`config.mk`:
```
export PLATFORM = sky130hd
export DESIGN_NAME = instr_fetch_unit_flat
export DESIGN_NICKNAME = d
export VERILOG_FILES = /design/src/rtl/instr_fetch_unit_if.sv /design/src/rtl/instr_fetch_unit.sv /design/src/flat_wrapper.sv
export SDC_FILE = /design/constraint.sdc
export NUM_CORES = 1
export LEC_CHECK = 0
export CORE_ASPECT_RATIO = 0.8
export CORE_UTILIZATION = 44
export CTS_CLUSTER_DIAMETER = 100
export DETAILED_ROUTE_END_ITERATION = 10
export GPL_ROUTABILITY_DRIVEN = 1
export HOLD_SLACK_MARGIN = 0.03
export RECOVER_POWER = 25
export SKIP_CTS_REPAIR_TIMING = 1
export SLEW_MARGIN = 20
export SYNTH_ARGS = -nofsm -noshare
export SYNTH_HDL_FRONTEND = slang
export SYNTH_SLANG_ARGS = --single-unit
```
`constraint.sdc`:
```
create_clock -name clk -period 11.8 [get_ports clk]
set_input_delay 2.36 -clock clk [delete_from_list [all_inputs] [get_ports clk]]
set_output_delay 2.36 -clock clk [all_outputs]
set_load 0.05 [all_outputs]
```
`src/rtl/instr_fetch_unit_if.sv`:
```
// instr_fetch_unit_if: program-load, start and instruction-issue signals of instr_fetch_unit.
// master = fetch unit side, slave = host / execute-stage side.
interface instr_fetch_unit_if #(
    parameter int unsigned ADDR_W = 4
);
    logic              start;
    logic              load_we;
    logic [ADDR_W-1:0] load_addr;
    logic [31:0]       load_data;
    logic [31:0]       ir;
    logic              ir_valid;
    logic              ir_ready;
    logic [ADDR_W-1:0] pc;
    logic              busy;
    logic              halted;

    modport master (
        input  start, load_we, load_addr, load_data, ir_ready,
        output ir, ir_valid, pc, busy, halted
    );

    modport slave (
        output start, load_we, load_addr, load_data, ir_ready,
        input  ir, ir_valid, pc, busy, halted
    );
endinterface

```
`src/rtl/instr_fetch_unit.sv`:
```
// instr_fetch_unit: program memory, PC and IR sequencer issuing one instruction at a time over valid/ready.
// Define IFU_EXEC_DELAY_EN to insert an IFU_EXEC_DELAY-cycle settling wait after every accept.
module instr_fetch_unit #(
    parameter int unsigned PROG_DEPTH = 16,
    parameter int unsigned ADDR_W     = $clog2(PROG_DEPTH),
    parameter logic [4:0]  HALT_OP    = 5'b11111
) (
    input  logic               clk,
    input  logic               sys_rst,
    instr_fetch_unit_if.master bus
);

`ifdef IFU_EXEC_DELAY_EN
    localparam int unsigned IFU_EXEC_DELAY = 4;
    localparam int unsigned CNT_W = (IFU_EXEC_DELAY > 1) ? $clog2(IFU_EXEC_DELAY) : 1;

    typedef enum logic [2:0] {
        S_IDLE, S_FETCH, S_LOAD, S_ISSUE, S_NEXT, S_HALTED, S_DELAY
    } state_t;
`else
    typedef enum logic [2:0] {
        S_IDLE, S_FETCH, S_LOAD, S_ISSUE, S_NEXT, S_HALTED
    } state_t;
`endif

    logic [31:0]       mem_q [PROG_DEPTH];
    logic [31:0]       rdata_q;
    state_t            state_q, state_d;
    logic [ADDR_W-1:0] pc_q, pc_d;
    logic [31:0]       ir_q, ir_d;
    logic              mem_we;
    logic              idle_like;
    logic              accept;
`ifdef IFU_EXEC_DELAY_EN
    logic [CNT_W-1:0]  cnt_q, cnt_d;
`endif

    assign idle_like = (state_q == S_IDLE) || (state_q == S_HALTED);
    assign mem_we    = bus.load_we && idle_like;
    assign accept    = (state_q == S_ISSUE) && bus.ir_ready;

    // Program store: writes only while idle/halted, registered read issued from FETCH.
    always_ff @(posedge clk) begin
        if (mem_we) begin
            mem_q[bus.load_addr] <= bus.load_data;
        end
        if (state_q == S_FETCH) begin
            rdata_q <= mem_q[pc_q];
        end
    end

    always_ff @(posedge clk) begin
        if (sys_rst) begin
            state_q <= S_IDLE;
            pc_q    <= '0;
            ir_q    <= '0;
`ifdef IFU_EXEC_DELAY_EN
            cnt_q   <= '0;
`endif
        end else begin
            state_q <= state_d;
            pc_q    <= pc_d;
            ir_q    <= ir_d;
`ifdef IFU_EXEC_DELAY_EN
            cnt_q   <= cnt_d;
`endif
        end
    end

    always_comb begin
        state_d = state_q;
        pc_d    = pc_q;
        ir_d    = ir_q;
`ifdef IFU_EXEC_DELAY_EN
        cnt_d   = cnt_q;
`endif
        unique case (state_q)
            S_IDLE, S_HALTED: begin
                if (bus.start) begin
                    state_d = S_FETCH;
                    pc_d    = '0;
                end
            end
            S_FETCH: state_d = S_LOAD;
            S_LOAD: begin
                ir_d    = rdata_q;
                state_d = (rdata_q[31:27] == HALT_OP) ? S_HALTED : S_ISSUE;
            end
            S_ISSUE: begin
                if (accept) begin
`ifdef IFU_EXEC_DELAY_EN
                    state_d = S_DELAY;
                    cnt_d   = CNT_W'(IFU_EXEC_DELAY - 1);
`else
                    state_d = S_NEXT;
`endif
                end
            end
`ifdef IFU_EXEC_DELAY_EN
            S_DELAY: begin
                if (cnt_q == '0) begin
                    state_d = S_NEXT;
                end else begin
                    cnt_d = cnt_q - CNT_W'(1);
                end
            end
`endif
            // PROG_DEPTH is a power of two, so the natural overflow wraps to address 0.
            S_NEXT: begin
                pc_d    = pc_q + ADDR_W'(1);
                state_d = S_FETCH;
            end
            default: state_d = S_IDLE;
        endcase
    end

    assign bus.ir       = ir_q;
    assign bus.pc       = pc_q;
    assign bus.ir_valid = (state_q == S_ISSUE);
    assign bus.busy     = !idle_like;
    assign bus.halted   = (state_q == S_HALTED);

endmodule
```
`src/flat_wrapper.sv`:
```
// flat-port wrapper written by rule: the top's interface ports become plain ports
module instr_fetch_unit_flat 
#(
    parameter int unsigned PROG_DEPTH = 16,
    parameter int unsigned ADDR_W     = $clog2(PROG_DEPTH),
    parameter logic [4:0]  HALT_OP    = 5'b11111
)
  (clk, sys_rst, bus_start, bus_load_we, bus_load_addr, bus_load_data, bus_ir_ready, bus_ir, bus_ir_valid, bus_pc, bus_busy, bus_halted);
  instr_fetch_unit_if #(.ADDR_W(ADDR_W)) bus_i ();
  input  logic clk;
  input  logic sys_rst;
  input wire logic [$bits(bus_i.start)-1:0] bus_start;
  input wire logic [$bits(bus_i.load_we)-1:0] bus_load_we;
  input wire logic [$bits(bus_i.load_addr)-1:0] bus_load_addr;
  input wire logic [$bits(bus_i.load_data)-1:0] bus_load_data;
  input wire logic [$bits(bus_i.ir_ready)-1:0] bus_ir_ready;
  output wire logic [$bits(bus_i.ir)-1:0] bus_ir;
  output wire logic [$bits(bus_i.ir_valid)-1:0] bus_ir_valid;
  output wire logic [$bits(bus_i.pc)-1:0] bus_pc;
  output wire logic [$bits(bus_i.busy)-1:0] bus_busy;
  output wire logic [$bits(bus_i.halted)-1:0] bus_halted;
  assign bus_i.start = bus_start;
  assign bus_i.load_we = bus_load_we;
  assign bus_i.load_addr = bus_load_addr;
  assign bus_i.load_data = bus_load_data;
  assign bus_i.ir_ready = bus_ir_ready;
  assign bus_ir = bus_i.ir;
  assign bus_ir_valid = bus_i.ir_valid;
  assign bus_pc = bus_i.pc;
  assign bus_busy = bus_i.busy;
  assign bus_halted = bus_i.halted;
  instr_fetch_unit #(.PROG_DEPTH(PROG_DEPTH), .ADDR_W(ADDR_W), .HALT_OP(HALT_OP)) u_core (.clk(clk), .sys_rst(sys_rst), .bus(bus_i));
endmodule
```
==> results.md, run 1 <==
- Area Growth Syn to Fin: 16.7%
- Initial antenna violation count: 0
- Drt pass-1 iters: 5
- Main area contributors after synthesis: edfxtp_1 74%, mux4_2 6.3%, mux2i_1 5.8%
- First-pass GRT wire length: 72,600 um
- Filler Cell Count: between 3,000 and 4,000
- Crit share post-route: 41.6%
- Outcome: complete, but fails checks
- RSZ-0062 raised after global routing: false
- Synth warn: 0
- Yosys top cell area share: between 70% and 80%
- Htree depth: 2
- Yosys reg bits: slightly below 600
- CTS root buf: clkbuf_16
- FF+latch area: around 17,000 um^2
- ANT nets after route: 0
- # IOs: 80
- Syn avg cell area: around 19 um^2
- Failing checks: capacitance limit, slew limit
- Crit path buffers/inverters: 1
- Crit path kind: reg2out
- Worst hold path class: reg2reg
- Vias in the first global route: ~11,000
- Cts bufs inserted: 56
- Core area: 49,700 um^2
- Crit path DAT: 2.55 ns
- Initial Utilization: 44.5%
- Crit Path Max Fanout: just over 40
- Setup Skew: between 0.008 and 0.009 ns
- Synth cell types: 38
- Final-report hold violation count: 0
- Fmax achieved: ~200 MHz
- Final Non-Filler Cells: about 2,000
- Routed via count: about 11,000
- Slew HR: -61.8%
- Multi-input combinational cell area: between 4000 and 5000 um^2
- Final Core Density: slightly above 50%
- CTS tree: done
- Hold slack: about 0.45 ns
- CP Cell Sequence: clkdlybuf4s50_1
- Mapped Cells: 1,162
- Final Slew Violations: 73
- Dpl cells: 1,880
- Share of cells above drive strength 1: roughly 15%
- Syn_nets: around 1,200
- Drt drc: 0
- Clock transition at path regs: about 0.06 ns
- Final #Nets: about 1,300
- Largest area contributor in the netlist: edfxtp_1
- Clock Tree Buf Depth: 3
- Final Power: approximately 4.3 mW
- Worst vdd ir: 0.000115 V
- Cell family with most CP delay: buffers and inverters
- Final worst slack: between 6 and 7 ns
- CP max stage cell: clkdlybuf4s50_1
- DIE HEIGHT: 203 um
- Clock sinks: 583
- Final setup vio count: 0
- Detail Placement HPWL: 28,300 um
- Critical Path RT: 9.44 ns
- Place WS: ~6.7 ns
- Slowest Stage Delay on Critical Path: 1.07 ns
- Final wirelength: slightly below 50,000 um
- Largest net degree at the start of global routing: between 100 and 150
- Max-cap violations: 2
- Clk_lat worst skew: 0.59 ns
- CP Capture Type: output pin
- Type of origin of the critical path: register
- Die area: 51,200 um^2
- GPL Wtd Cong: slightly above 0.7
- Worst-Margin Slew: ~2.4 ns
- Clock period minus worst slack: around 4.9 ns
- Final setup TNS: 0 ns
- Via/cell ratio: ~5.6
- Mapped Area: ~22,000 um^2
- Ant. Diodes: 0
- Register area share after synthesis: 77.4%
- Die width: ~250 um
- WL/cell: 24.4 um
- Leakage: between 7 and 8 nW
- GRT Total Usage: approximately 19%
- Initial DRC Count: roughly 800
- Port bufs: 79
- FP Rows: 73
- GR Overflow Total: 0
- Pwr dens: about 170 nW/um^2
- Post-DP Area: ~24,000 um^2
- Design area: between 20,000 and 30,000 um^2
==> cells in the final DEF (no fill, tap or decap), types with 3 or more instances in the layout <==
cell	synthesis	routed
a21oi_1	34	34
a221oi_1	65	65
a22oi_1	33	33
and3_1	3	3
buf_16	0	11
buf_4	3	16
bufinv_16	0	3
clkbuf_1	27	21
clkbuf_16	0	57
clkbuf_8	0	15
clkdlybuf4s50_1	0	63
clkinv_2	0	7
clkinvlp_4	0	3
dfxtp_1	39	35
dlygate4sd3_1	0	15
edfxtp_1	544	544
inv_1	5	5
mux2i_1	129	129
mux4_2	62	62
nand2_1	99	99
nand2b_1	3	3
nor2_1	17	4
nor2_4	0	13
nor3_1	6	3
nor3_2	1	3
o21ai_0	34	34
==> cells in the mapped netlist <==
library cell	instances
dfxtp_1	39
nand3_1	3
nand2_1	99
a21boi_0	1
nor3_2	1
inv_1	5
and2_1	1
a31oi_1	2
nor3_1	6
buf_4	3
a21oi_1	34
o21ai_0	34
a311oi_1	1
nand2b_1	3
nand4_1	1
mux4_2	62
nor3b_2	1
ha_1	1
buf_6	15
buf_8	1
xor2_1	1
clkbuf_1	27
or3b_1	1
nand3b_1	2
and3_1	3
nor4_1	1
mux2i_1	129
buf_1	1
mux4_1	2
a221oi_1	65
edfxtp_1	544
xnor2_2	1
nor2_1	17
o22ai_1	1
a22oi_1	33
nor2b_1	2
nor3b_1	1
buf_2	18
==> registers in the layout, indices dropped and copies added (netlist names) <==
name,flops
u_core.bus.ir,32
u_core.bus.pc,4
u_core.state_q,3
u_core.mem_q,512
u_core.rdata_q,32
==> power by group <==
group | leakage, nW | switching, mW | internal (mW) | total [mW]
Clock | 0.903 | 0.736 | 1.05 | 1.78
Sequential | 5.23 | 0.0149 | 2.30 | 2.32
Combinational | 1.62 | 0.131 | 0.0533 | 0.184
Total | 7.76 | 0.882 | 3.41 | 4.29
==> routing by layer <==
layer  part of all wire, %  GRT usage [%]  routed length [um]  vias up
met5                     0              0                   0        -
li1                      -              -                   -     4937
met2                    46           29.6               22200      289
met1                    47           28.6               22700     5806
met4                   1.5           4.78                 724        0
met3                   5.9           4.13                2850       54
==> worst paths after layout <==
kind | start | endpoint | depth (start not counted) | slack, ns
max reg2reg | u_core.state_q[0] | u_core.rdata_q[26] | 3 | 8.69
min reg2reg | u_core.bus.ir[15] | u_core.bus.ir[15] | 2 | 0.45
max | u_core.bus.pc[0] | bus_pc[0] | 1 | 6.89
min | u_core.bus.ir[15] | u_core.bus.ir[15] | 2 | 0.45
==> layout make-up <==
type | count | share of cell area [%]
Sequential cell | 583 | 66.4
Multi-Input combinational cell | 509 | 18.2
Clock buffer | 91 | 6.61
Timing Repair Buffer | 109 | 4.85
Tap cell | 675 | 3.27
Clock inverter | 13 | 0.572
Inverter | 5 | 0.0727
==> cells by family (layout without fill, tap and decap cells) <==
logic type / count (synthesis) / after routing / synth area share, %
AOI/OAI and AO/OA: 171 / 171 / 5.39
and+or+nand+nor: 142 / 142 / 2.73
muxes: 193 / 193 / 12.4
xor gates and xnor gates: 2 / 2 / 0.113
buffers and inverters: 70 / 218 / 1.90
adders and majority gates: 1 / 1 / 0.0566
DFF: 583 / 583 / 77.4
Power figures use the tool's default switching activity.
==> run 2, diff against run 1 <==
Clock period 11.8 ns to 4.79 ns, I/O delays scaled along.
==> results.md, run 2 (same netlist as run 1, synthesis figures left out) <==
- Htree depth: 2 (unchanged)
- Cell family with most CP delay: buffers and inverters (unchanged)
- Core area: 49,700 um^2 (unchanged)
- CTS root buf: clkbuf_16 (unchanged)
- Critical Path RT: 3.83 ns (was 9.44 ns)
- GPL Wtd Cong: 0.737 (was 0.721)
- FP Rows: 73 (unchanged)
- Routed via count: 11,100 (about the same)
- WL/cell: 24.5 um (was 24.4 um)
- Ant. Diodes: 0 (unchanged)
- Slew HR: 30.0% (was -61.8%)
- Final worst slack: 1.31 ns (was 6.89 ns)
- Multi-input combinational cell area: 4720 um^2 (was 4710 um^2)
- Place WS: 1.24 ns (was 6.67 ns)
- Vias in the first global route: 11,000 (was 11,200)
- Clk_lat worst skew: 0.61 ns (was 0.59 ns)
- CTS tree: done (unchanged)
- Clock Tree Buf Depth: 3 (unchanged)
- Worst vdd ir: 0.000293 V (was 0.000115 V)
- Final-report hold violation count: 0 (unchanged)
- Clock period minus worst slack: approximately 3.5 ns
- Drt pass-1 iters: 5 (unchanged)
- Initial DRC Count: 1,022 (was 783)
- Filler Cell Count: 3,982 (was 3,951)
- Outcome: finished clean (was complete, but fails checks)
- CP Capture Type: output pin (unchanged)
- Crit path DAT: 2.52 ns (was 2.55 ns)
- Most frequent cells in the layout: 544 x edfxtp_1, 129 x mux2i_1, 99 x nand2_1 (unchanged)
- Leading cell type in the layout, fill and taps excluded: edfxtp_1 (unchanged)
- Biggest register: u_core.mem_q (unchanged)
- Setup Skew: 0.0245 ns (was 0.00815 ns)
- DIE HEIGHT: 203 um (unchanged)
- Final wirelength: 48,700 um (was 48,500 um)
- Die width: 253 um (unchanged)
- Crit share post-route: slightly above 70%
- Crit path kind: reg2out (unchanged)
- Leakage: 7.70 nW (was 7.76 nW)
- Final Slew Violations: 0 (was 73)
- Design area: 25,600 um^2 (was 25,800 um^2)
- GR Overflow Total: 0 (unchanged)
- CP Cell Sequence: clkdlybuf4s50_1 (unchanged)
- First-pass GRT wire length: 72,300 um (was 72,600 um)
- Worst hold path class: reg2reg (unchanged)
- Drt drc: 0 (unchanged)
- Via/cell ratio: 5.60 (was 5.58)
- Type of origin of the critical path: register (unchanged)
- Final setup TNS: 0 ns (unchanged)
- Area Growth Syn to Fin: 16.0% (was 16.7%)
- # IOs: 80 (unchanged)
- Post-DP Area: 23,800 um^2 (was 23,900 um^2)
- RSZ-0062 raised after global routing: false (unchanged)
- Max FFs per register: 512 (unchanged)
- Port bufs: 79 (unchanged)
- Clock transition at path regs: 0.06 ns (about the same)
- Share of cells above drive strength 1: 15.3% (was 15.4%)
- Fmax achieved: ~290 MHz
- Final #Nets: 1,305 (was 1,306)
- Initial antenna violation count: 0 (unchanged)
- Cts bufs inserted: 55 (was 56)
- Dpl cells: 1,881 (was 1,880)
- Clock sinks: 583 (unchanged)
- Crit Path Max Fanout: 44 (was 41)
- FF+latch area: 17,100 um^2 (unchanged)
- ANT nets after route: 0 (unchanged)
- Final Non-Filler Cells: 1,985 (unchanged)
- Largest net degree at the start of global routing: 57 (was 105)
- GRT Total Usage: 19.5% (was 19.4%)
- Final setup vio count: 0 (unchanged)
- Initial Utilization: 44.5% (unchanged)
- Final Power: 10.5 mW (was 4.29 mW)
- CP max stage cell: clkdlybuf4s50_1 (unchanged)
- Slowest Stage Delay on Critical Path: 0.95 ns (was 1.07 ns)
- Worst-Margin Slew: 1.05 ns (was 2.43 ns)
- Detail Placement HPWL: 27,400 um (was 28,300 um)
- Max-cap violations: 0 (was 2)
- Pwr dens: 411 nW/um^2 (was 166 nW/um^2)
- Crit path buffers/inverters: 1 (unchanged)
- Die area: 51,200 um^2 (unchanged)
## run 2: changes by cell type in the layout (fill, tap and decap cells not counted), sizes merged, moves of 2 or more
| cell | previous run | this run |
|---|---|---|
| bufinv | 3 | 5 |
| clkdlybuf4s50 | 63 | 59 |
| buf | 29 | 31 |
| dlygate4sd3 | 15 | 19 |
| clkinv | 7 | 17 |
| clkbuf | 93 | 80 |
| clkinvlp | 3 | 1 |
## run 2: per-layer routing
layer	up-vias	wire, um	track usage [%]
li1	4945	-	-
met1	5772	23000	29.6
met2	333	21800	28.9
met3	69	3050	3.53
met4	0	855	5.43
met5	-	0	0
## run 2: worst paths after layout
path	from	endpoint	slack, ns	cells past startpoint
worst max-delay path	u_core.bus.pc[0]	bus_pc[0]	1.31	1
worst min-delay path	u_core.bus.ir[22]	u_core.bus.ir[22]	0.45	2
worst max register to register	u_core.bus.pc[2]	u_core.rdata_q[5]	1.95	5
worst min register to register	u_core.bus.ir[22]	u_core.bus.ir[22]	0.45	2
## run 2: report_power, final
| group | internal, mW | switching, mW |
|---|---|---|
| Combinational | 0.127 | 0.322 |
| Sequential | 5.67 | 0.0395 |
| Clock | 2.53 | 1.84 |
| Total | 8.33 | 2.20 |
## run 2: worst reg2reg max path, cell delays in order (launching register included)
cell	delay, ns
dfxtp_2	0.76
nor2b_4	0.90
buf_12	0.32
a221oi_1	0.20
o21ai_0	0.21
nand2_1	0.18
## run 2: layout make-up
class	count	area share [%]
inverters	5	0.0732
multi-input cells	509	18.4
repair buffers	109	4.33
flip-flops and latches	583	66.8
well taps	675	3.29
clock inverters	24	1.01
clock buffers	80	6.09
## run 2: stage by stage
| stage | util (%) | hold WS, ns |
|---|---|---|
| floorplan | - | 0.471 |
| global placement | 47.9 | 0.441 |
| detailed placement | 47.9 | 0.445 |
| CTS | 51.6 | 0.454 |
| global route | 51.6 | 0.469 |
| finish | 51.6 | 0.450 |
==> run 3, diff against run 2 <==
Clock period 4.79 ns to 3.4 ns, I/O delays scaled along.
==> results.md, run 3 (same netlist as run 1, synthesis figures left out) <==
- Initial DRC Count: 978 (was 1,022)
- Crit path from: u_core.state_q[0] (was u_core.bus.pc[0])
- Clk_lat worst skew: 0.60 ns (was 0.61 ns)
- Routed via count: 11,300 (was 11,100)
- Switching share of power: 20.7% (was 20.9%)
- CP max stage cell: clkdlybuf4s50_1 (unchanged)
- Port bufs: 79 (unchanged)
- Final setup TNS: 0 ns (unchanged)
- Critical path depth: 3 (was 1)
- Clock sinks: 583 (unchanged)
- Setup Skew: 0.0120 ns (was 0.0245 ns)
- Cell family with most CP delay: buffers and inverters (unchanged)
- Leading cell type in the layout, fill and taps excluded: edfxtp_1 (unchanged)
- Cts bufs inserted: 57 (was 55)
- Crit path DAT: 2.36 ns (was 2.52 ns)
- Slowest Stage Delay on Critical Path: 0.82 ns (was 0.95 ns)
- Final-report hold violation count: 0 (unchanged)
- Slew HR: 35.5% (was 30.0%)
- Core area: 49,700 um^2 (unchanged)
- Most frequent cells in the layout: 544 x edfxtp_1, 129 x mux2i_1, 99 x nand2_1 (unchanged)
- DIE HEIGHT: 203 um (unchanged)
- Crit share post-route: about nine tenths
- Final wirelength: 49,900 um (was 48,700 um)
- Final setup vio count: 0 (unchanged)
- Share of cells above drive strength 1: 16.8% (was 15.3%)
- Htree depth: 2 (unchanged)
- Largest net degree at the start of global routing: 46 (was 57)
- CTS root buf: clkbuf_16 (unchanged)
- Post-DP Area: 24,000 um^2 (was 23,800 um^2)
- Initial Utilization: 44.5% (unchanged)
- Sequential Power Share: 53.1% (was 54.2%)
- Crit path kind: reg2out (unchanged)
- Critical Path RT: 2.72 ns (was 3.83 ns)
- Comb power frac: 4.3% (about the same)
- Switching power total: 3.14 mW (was 2.20 mW)
- FP Rows: 73 (unchanged)
- Initial antenna violation count: 2 (was 0)
- Worst R2R Start: u_core.state_q[0] (was u_core.bus.pc[2])
- Crit Path Max Fanout: 6 (was 44)
- Final #Nets: 1,323 (was 1,305)
- # IOs: 80 (unchanged)
- Clock Tree Buf Depth: 3 (unchanged)
- Worst vdd ir: 0.000379 V (was 0.000293 V)
- Ant. Diodes: 0 (unchanged)
- Max FFs per register: 512 (unchanged)
- CTS tree: done (unchanged)
- Worst r2r dst: u_core.mem_q[8][28] (was u_core.rdata_q[5])
- GR Overflow Total: 0 (unchanged)
- Area Growth Syn to Fin: 17.2% (was 16.0%)
- WL/cell: 24.9 um (was 24.5 um)
- CP Capture Type: output pin (unchanged)
- GPL Wtd Cong: 0.753 (was 0.737)
- CP Cell Sequence: inv_1 -> nor3_1 -> clkdlybuf4s50_1 (was clkdlybuf4s50_1)
- R2R depth: 5 (unchanged)
- RSZ-0062 raised after global routing: false (unchanged)
- Die width: 253 um (unchanged)
- Detail Placement HPWL: 29,100 um (was 27,400 um)
- Clock period minus worst slack: between 3 and 4 ns
- Flop-to-flop setup slack: 0.86 ns (was 1.95 ns)
- First-pass GRT wire length: 74,200 um (was 72,300 um)
- Pwr dens: 585 nW/um^2 (was 411 nW/um^2)
- Vias in the first global route: 11,300 (was 11,000)
- Via/cell ratio: 5.64 (was 5.60)
- Type of origin of the critical path: register (unchanged)
- Crit path buffers/inverters: 2 (was 1)
- Die area: 51,200 um^2 (unchanged)
- GRT Total Usage: 19.9% (was 19.5%)
- Final Slew Violations: 0 (unchanged)
- ANT nets after route: 0 (unchanged)
- Design area: 25,900 um^2 (was 25,600 um^2)
- Clock transition at path regs: 0.06 ns (about the same)
- Drt pass-1 iters: 5 (unchanged)
- Outcome: finished clean (unchanged)
- Max-cap violations: 0 (unchanged)
- Worst-Margin Slew: 0.968 ns (was 1.05 ns)
- Fmax achieved: about 330 MHz
- Worst hold path class: reg2reg (unchanged)
- Clk network pwr share: 42.7% (was 41.5%)
- CP endpoint: bus_halted (was bus_pc[0])
- Biggest register: u_core.mem_q (unchanged)
- Internal power: 12.0 mW (was 8.33 mW)
- Drt drc: 0 (unchanged)
- Leakage: 7.86 nW (was 7.70 nW)
-- run 3: cell count changes in the layout (fill, tap and decap cells not counted), moves of 2 or more --
| cell | delta |
|---|---|
| clkbuf_8 | -6 |
| dlygate4sd3_1 | +2 |
| nor3_2 | -3 |
| clkbuf_1 | -7 |
| buf_4 | +11 |
| nor3_4 | +3 |
| clkinv_2 | +8 |
| clkdlybuf4s50_1 | -2 |
| buf_12 | +5 |
| bufinv_16 | +5 |
-- run 3: layout make-up --
type,count,area (um^2)
timing repair buffer,125,1290
clock buffer,68,1480
inverter,5,18.8
tap,675,845
fill,3942,23800
clock inverter,36,430
multi-input combinational,509,4730
sequential,583,17100
-- run 3: worst reg2reg max path, stage by stage, from the launching register on --
cell     delay, ns
dfxtp_1       0.52
xnor2_2       0.18
and3_1        0.38
or3b_1        0.57
nor2_4        0.17
buf_4         0.37
-- run 3: worst min-delay path by stage --
| stage | from | to | slack, ns | cells past startpoint |
|---|---|---|---|---|
| floorplan | u_core.rdata_q[0] | u_core.bus.ir[0] | 0.47 | 2 |
| global placement | u_core.bus.ir[20] | u_core.bus.ir[20] | 0.44 | 2 |
| detailed placement | u_core.bus.ir[27] | u_core.bus.ir[27] | 0.45 | 2 |
| CTS | u_core.bus.ir[27] | u_core.bus.ir[27] | 0.46 | 2 |
| global route | u_core.bus.ir[27] | u_core.bus.ir[27] | 0.47 | 2 |
| finish | u_core.bus.ir[27] | u_core.bus.ir[27] | 0.45 | 2 |
-- run 3: layer usage --
layer	global-route usage (%)	wire (um)	vias up
li1	-	-	4978
met1	29.8	23300	5892
met2	30.5	22800	348
met3	3.53	2980	65
met4	4.52	780	4
met5	0	22	-
-- run 3: metrics by stage --
stage | util, % | hold slack, ns | power [mW] | cells | setup slack (ns)
after global placement | 48.3 | 0.441 | 8.85 | 1897 | 0.493
after global routing | 52.2 | 0.466 | 15.6 | 2001 | 0.258
after floorplan | - | 0.471 | 8.51 | 1162 | 0.117
final | 52.2 | 0.455 | 15.2 | 2001 | 0.364
after CTS | 52.2 | 0.455 | 15.3 | 2001 | 0.324
after detailed placement | 48.3 | 0.448 | 8.86 | 1897 | 0.473
-- run 3: power by group through the flow --
stage / Sequential, mW / Clock, mW / Combinational, mW
2_1_floorplan: 8.29 / 0 / 0.224
3_3_place_gp: 8.19 / 0 / 0.653
3_5_place_dp: 8.20 / 0 / 0.667
4_1_cts: 8.05 / 6.60 / 0.667
5_1_grt: 8.05 / 6.87 / 0.700
6_report: 8.04 / 6.47 / 0.646
